[src/rtl/pipe_hazard_sched.sv]
// pipe_hazard_sched: stall/flush scheduler for load-use, taken branch and multi-cycle EX ops
module pipe_hazard_sched #(
    parameter int RA_W  = 5,
    parameter int LAT_W = 6,
    parameter int CNT_W = 16
) (
    input  logic             clk_i,
    input  logic             rst_i,
    input  logic [RA_W-1:0]  id_rs_i,
    input  logic [RA_W-1:0]  id_rt_i,
    input  logic             id_uses_rt_i,
    input  logic             ex_memread_i,
    input  logic [RA_W-1:0]  ex_rt_i,
    input  logic             ex_br_taken_i,
    input  logic             ex_mc_start_i,
    input  logic [LAT_W-1:0] ex_mc_lat_i,
    output logic             pc_write_o,
    output logic             ifid_write_o,
    output logic             ifid_flush_o,
    output logic             idex_write_o,
    output logic             idex_flush_o,
    output logic             ex_hold_o,
    output logic             mc_done_o,
    output logic [1:0]       state_o,
    output logic [CNT_W-1:0] stall_cnt_o
);
    typedef enum logic [1:0] {RUN = 2'd0, MC_BUSY = 2'd1, MC_DONE = 2'd2} state_t;

    state_t           state, state_nx;
    logic [LAT_W-1:0] cnt, cnt_nx;
    logic [LAT_W-1:0] lat_eff;
    logic             load_use;

    assign lat_eff  = (ex_mc_lat_i == '0) ? LAT_W'(1) : ex_mc_lat_i;
    assign load_use = ex_memread_i && (ex_rt_i != '0) &&
                      ((ex_rt_i == id_rs_i) || (id_uses_rt_i && (ex_rt_i == id_rt_i)));
    assign state_o  = state;

    // Decode pipeline controls and next state; MC_DONE reuses RUN priority so a new op can issue back-to-back
    always_comb begin
        pc_write_o   = 1'b1;
        ifid_write_o = 1'b1;
        idex_write_o = 1'b1;
        ifid_flush_o = 1'b0;
        idex_flush_o = 1'b0;
        ex_hold_o    = 1'b0;
        mc_done_o    = 1'b0;
        state_nx     = RUN;
        cnt_nx       = cnt;
        if (rst_i) begin
            pc_write_o   = 1'b0;
            ifid_write_o = 1'b0;
            idex_write_o = 1'b0;
            ifid_flush_o = 1'b1;
            idex_flush_o = 1'b1;
            cnt_nx       = '0;
        end else if (state == MC_BUSY) begin
            pc_write_o   = 1'b0;
            ifid_write_o = 1'b0;
            idex_write_o = 1'b0;
            ex_hold_o    = 1'b1;
            cnt_nx       = cnt - LAT_W'(1);
            state_nx     = (cnt == LAT_W'(1)) ? MC_DONE : MC_BUSY;
        end else begin
            mc_done_o = (state == MC_DONE);
            if (ex_br_taken_i) begin
                ifid_flush_o = 1'b1;
                idex_flush_o = 1'b1;
            end else if (ex_mc_start_i) begin
                pc_write_o   = 1'b0;
                ifid_write_o = 1'b0;
                idex_write_o = 1'b0;
                ex_hold_o    = 1'b1;
                cnt_nx       = lat_eff - LAT_W'(1);
                state_nx     = (lat_eff == LAT_W'(1)) ? MC_DONE : MC_BUSY;
            end else if (load_use) begin
                pc_write_o   = 1'b0;
                ifid_write_o = 1'b0;
                idex_flush_o = 1'b1;
            end
        end
    end

    // Register FSM state and remaining multi-cycle latency
    always_ff @(posedge clk_i) begin
        state <= state_nx;
        cnt   <= cnt_nx;
    end

    // Saturating count of cycles where the PC is held, reset cycles excluded
    always_ff @(posedge clk_i) begin
        if (rst_i)
            stall_cnt_o <= '0;
        else if (!pc_write_o && (stall_cnt_o != '1))
            stall_cnt_o <= stall_cnt_o + CNT_W'(1);
    end
endmodule

[config.mk]
export PLATFORM = sky130hd
export DESIGN_NAME = pipe_hazard_sched
export DESIGN_NICKNAME = d
export VERILOG_FILES = /design/src/rtl/pipe_hazard_sched.sv
export SDC_FILE = /design/constraint.sdc
export NUM_CORES = 1
export LEC_CHECK = 0
export ABC_AREA = 1
export BUFFER_PORTS_ARGS = -buffer_cell sky130_fd_sc_hd__buf_4
export CAP_MARGIN = 20
export CORE_AREA = 2 2 63 65
export DETAILED_ROUTE_END_ITERATION = 7
export DIE_AREA = 0 0 65 67
export PLACE_DENSITY_LB_ADDON = 0.15
export SYNTH_ARGS = -nofsm -noshare
export SYNTH_HDL_FRONTEND = slang
export SYNTH_SLANG_ARGS = --single-unit
[constraint.sdc]
create_clock -name clk_i -period 2.2 [get_ports clk_i]
set_clock_uncertainty 0.1 [all_clocks]
set_input_delay 0.55 -clock clk_i [delete_from_list [all_inputs] [get_ports clk_i]]
set_output_delay 0.55 -clock clk_i [all_outputs]
set_load 0.01 [all_outputs]
Word-level counts from Yosys, hierarchy flattened

Cells that the tools add are included.

Register bits: 24
Logic and storage cells: 56
Input bits: 27
Output and inout bits: 25

Reductions and logical operators: 10
Add/subtract/negate cells: 3
Eq/ne operators: 8
Muxes and demuxes: 32

Operators by type and width:

| cell                    | count |
|---|---|
| $mux W6                 | 4 |
| $mux W1                 | 23 |
| $add A16 B1 Y16 const B | 1 |
| $ne A16 B16 Y1 const B  | 1 |
| $eq A6 B1 Y1 const B    | 2 |
| $sub A6 B1 Y6 const B   | 2 |
| $eq A5 B5 Y1            | 2 |
| $mux W2                 | 5 |
| $logic_not A6 Y1        | 1 |
| $reduce_bool A5 Y1      | 1 |
| $logic_and A1 B1 Y1     | 4 |
| $eq A2 B1 Y1 const B    | 1 |
| $eq A2 B2 Y1 const B    | 1 |
| $ne A2 B1 Y1 const B    | 1 |
| $reduce_and A2 Y1       | 1 |
| $reduce_bool A2 Y1      | 1 |
| $logic_not A1 Y1        | 1 |
| $logic_or A1 B1 Y1      | 1 |

Logic depth before layout (Yosys ltp)

Depth in word-level cells: 11
Mapped depth: 12
Depth with buffers taken out: 12

Worst setup path before layout

Ideal clock, no wire load.

Kind: reg2out
Start: register state[1] (netlist: state_o[1])
End: output pc_write_o
Arrival time: 1610 ps
Data required time: 1550 ps
Path buffers: 3
Setup slack: -60 ps
Stages on the path, launching flop included: 11
Cells stage by stage: dfxtp_1 -> inv_2 -> nand2_2 -> inv_2 -> o21a_1 -> nor2_2 -> nand2_2 -> buf_4 -> buf_6 -> inv_1 -> buf_4

Word-level cells in the longest chain between the ends: 3

RTL lines:

| element                | RTL line | text |
|---|---|---|
| start, declared        | 29       | `state_t state, state_nx;` |
| start signal, assigned | 86       | `state <= state_nx;` |
| $eq A2 B1 Y1           | 57       | `end else if (state == MC_BUSY) begin` |
| $mux W1 (2 in a row)   | n/a      |  |
| end, declared          | 17       | `output logic pc_write_o,` |

Every way passes these cells.

Worst setup path after layout

Start: register state[1] (netlist: state_o[1])
End: output idex_flush_o

Word-level cells in the longest chain between the ends: 3

RTL lines:

| element       | RTL line | text |
|---|---|---|
| $eq A2 B1 Y1  | 57       |  |
| $mux W1       | 57       |  |
| $mux W1       | 50       | `if (rst_i) begin` |
| end, declared | 21       | `output logic idex_flush_o,` |

Every way passes these cells.

==> parameters.txt <==
Parameter                              Value

Run status
  Result of the run    completed

Worst setup path
  Top delay family on crit path    flip-flops
  Flop-to-flop setup slack    0.25 ns
  Endpoint of the worst-slack reg-to-reg timing path    stall_cnt_o[13]
  Critical Path Sink    idex_flush_o
  Startpoint of the worst register-to-register path    stall_cnt_o[1]
  Critical path launch point    state_o[1]
  Startpoint types    flip-flop
  Critical path buffer and inverter count    3
  Worst path arrival time    1.44 ns
  Max FO, Critical Path    9
  WP data required    1.55 ns
  Biggest cell delay along the critical path    0.33 ns
  Reg2Reg Depth    11
  Critical path, cell by cell    inv_2 > nand2_4 > nand2_2 > o21a_1 > nand2_1 > inv_1 > nor2_1 > buf_4
  CP Depth    8
  Critical Path Sink Type    primary output
  Kind of critical path    reg -> out
  Slowest CP cell    dfxtp_2

Timing
  RSZ-0062 raised after global routing    false
  Number of setup violations in the final report    0
  Count of pins over their slew limit    0
  Fin. Hold Viols    0
  Timing-limited maximum frequency    477 MHz
  Crit share post-route    95.2%
  Worst slew slack as a fraction of its limit    73.9%
  Final critical path time including I/O delays and setup    2.09 ns
  Worst Max-Slew Pin Slew    0.387 ns
  Setup TNS Final    0 ns
  Final worst setup slack    0.105 ns

Logic synthesis
  Share of the yosys chip area belonging to registers    27.4%
  Average size of a mapped cell    6.45 um2
  Total nets after synthesis    304
  Number of instances in the synthesized netlist    272
  Mapped cell area    1750 um2
  Top_reg_cell synth    dfxtp_1
  Number of flip-flops and latches in the synthesized netlist    24
  Async SR Flop Fraction    0%
  Number of enable flip-flop cells after synthesis    0
  Count of cell types in the netlist    28
  Synth warn    0

Clock tree
  Master cell of the clock root buffer    clkbuf_8
  Clock tree from TritonCTS    done
  CTS H-Tree Depth    1
  Number of hold buffers added after CTS    0
  TritonCTS Buffers    3
  Maximum clock path buffer count    2
  Clock-pin slew on the worst setup and hold paths    0.09 ns
  Clock latency on the worst-skew pair    0.28 ns
  Count of buffers added by post-CTS timing repair for setup    0
  Clk sink count    24

Cells and area
  Proportion of layout cells with a drive suffix above 1    27.6%
  Nets@finish    356
  Antenna Cells    0
  Area growth syn-to-layout    29.3%
  Most common cell after layout, fill and taps aside    nand2_1
  Most frequent cells in the layout    nand2_1 (77), buf_4 (54), inv_1 (28)

Floorplan
  Starting density of the core    48.6%
  Num ports    52
  Num rows    22
  Width of the chip    65 um
  Die area    4360 um2
  Standard cell core area    3610 um2
  Die height    67 um

Pwr
  Leakage Power    1.09 nW
  Worst vdd ir    0.283 mV
  Power Density    490 nW/um2

Route
  Number of nets still failing antenna checks after routing    0
  Total length of routed wires    4000 um
  First-pass detailed-route iteration total    4
  Routed vias/inst    4.90
  Number of DRC violations after detailed-routing iteration 0    71
  DR DRC count    0
  Detailed-route via count    1817
  Routed wirelength normalized by instance count    10.8 um

Global routing
  Global-route wire length before repair    6690 um
  Total congestion overflow    0
  Number of global-route vias before repair    1548
  Antenna violations before repair    0
  Largest net degree at the start of global routing    20
  Overall global routing resource usage    19.5%

Placement
  Setup slack after placement    0.127 ns
  Buffers added on ports    51
  Final HPWL DP    3040 um
  Global placer's final weighted congestion    0.855

Flow run
  Number of maximum-capacitance constraint violations    0

Min path
  Worst hold path class    in -> reg
==> worst min path at each step <==
stage / start / to / slack, ns / depth (start not counted)
2_1_floorplan: cnt[5] / cnt[5] / 0.38 / 2
3_3_place_gp: cnt[2] / cnt[2] / 0.39 / 2
4_1_cts: rst_i / stall_cnt_o[13] / 0.41 / 2
5_1_grt: rst_i / stall_cnt_o[13] / 0.41 / 2
6_report: rst_i / stall_cnt_o[13] / 0.41 / 2
3_5_place_dp: cnt[2] / cnt[2] / 0.40 / 2
==> what timing repair did <==
| item | CTS | global route |
|---|---|---|
| hold endpoints to repair | 0 | 0 |
| gates resized for setup | 0 | 8 |
| setup endpoints to repair | 0 | 9 |
==> final cells by class <==
class | count | area (um2)
fillers | 364 | 1340
multi-input cells | 205 | 1110
flip-flops and latches | 24 | 484
repair buffers | 54 | 405
inverters | 36 | 138
well taps | 48 | 60.1
clock buffers | 3 | 41.3
clock inverters | 1 | 30.0
==> Yosys cell counts, drive strengths merged (3+ instances only) <==
cell type  count  area [um2]
a21oi         21         143
buf            5        42.5
dfxtp         24         480
ha             5        62.6
inv           36         135
nand2         83         334
nand3         25         130
nand4          5        31.3
nor2          28         118
nor3           3        15.0
o21ai         10        50.1
o22ai          4        25.0
xnor2          7        61.3
xor2          10        87.6
==> sequential cells by signal, summed over array words and instances, names as in the netlist <==
signal and count:
cnt 6, state_o 2, stall_cnt_o 16
==> kinds of logic after synthesis <==
group                      count (synthesis)  share of synthesized area (%)
buffers and inverters                     43                           10.6
xor gates and xnor gates                  17                           8.49
and+or+nand+nor                          146                           36.7
adders and majority gates                  5                           3.57
AOI/OAI and AO/OA                         37                           13.3
DFF                                       24                           27.4
==> per-layer routing <==
layer	share of wire, %	global-route usage, %
met5	0	0
met4	1.3	6.38
met3	4.3	2.53
met2	48	33.2
met1	47	25.5
==> per-stage QoR <==
stage / util [%] / area [um2] / total power, mW / hold slack [ns] / instances
final: 62.9 / 2270 / 1.11 / 0.406 / 371
after global routing: 62.9 / 2270 / 1.17 / 0.412 / 371
after CTS: 62.3 / 2250 / 1.12 / 0.408 / 371
after detailed placement: 60.3 / 2170 / 0.723 / 0.403 / 367
after global placement: 60.3 / 2170 / 0.718 / 0.391 / 367
after floorplan: - / 1760 / 0.629 / 0.375 / 272
==> report_power, final <==
part	leakage [nW]	internal (mW)	switching [mW]	total (mW)
Clock	0.0357	0.244	0.149	0.393
Combinational	0.859	0.113	0.138	0.251
Sequential	0.196	0.452	0.0167	0.468
No activity file was read; power rests on OpenSTA's default activity.
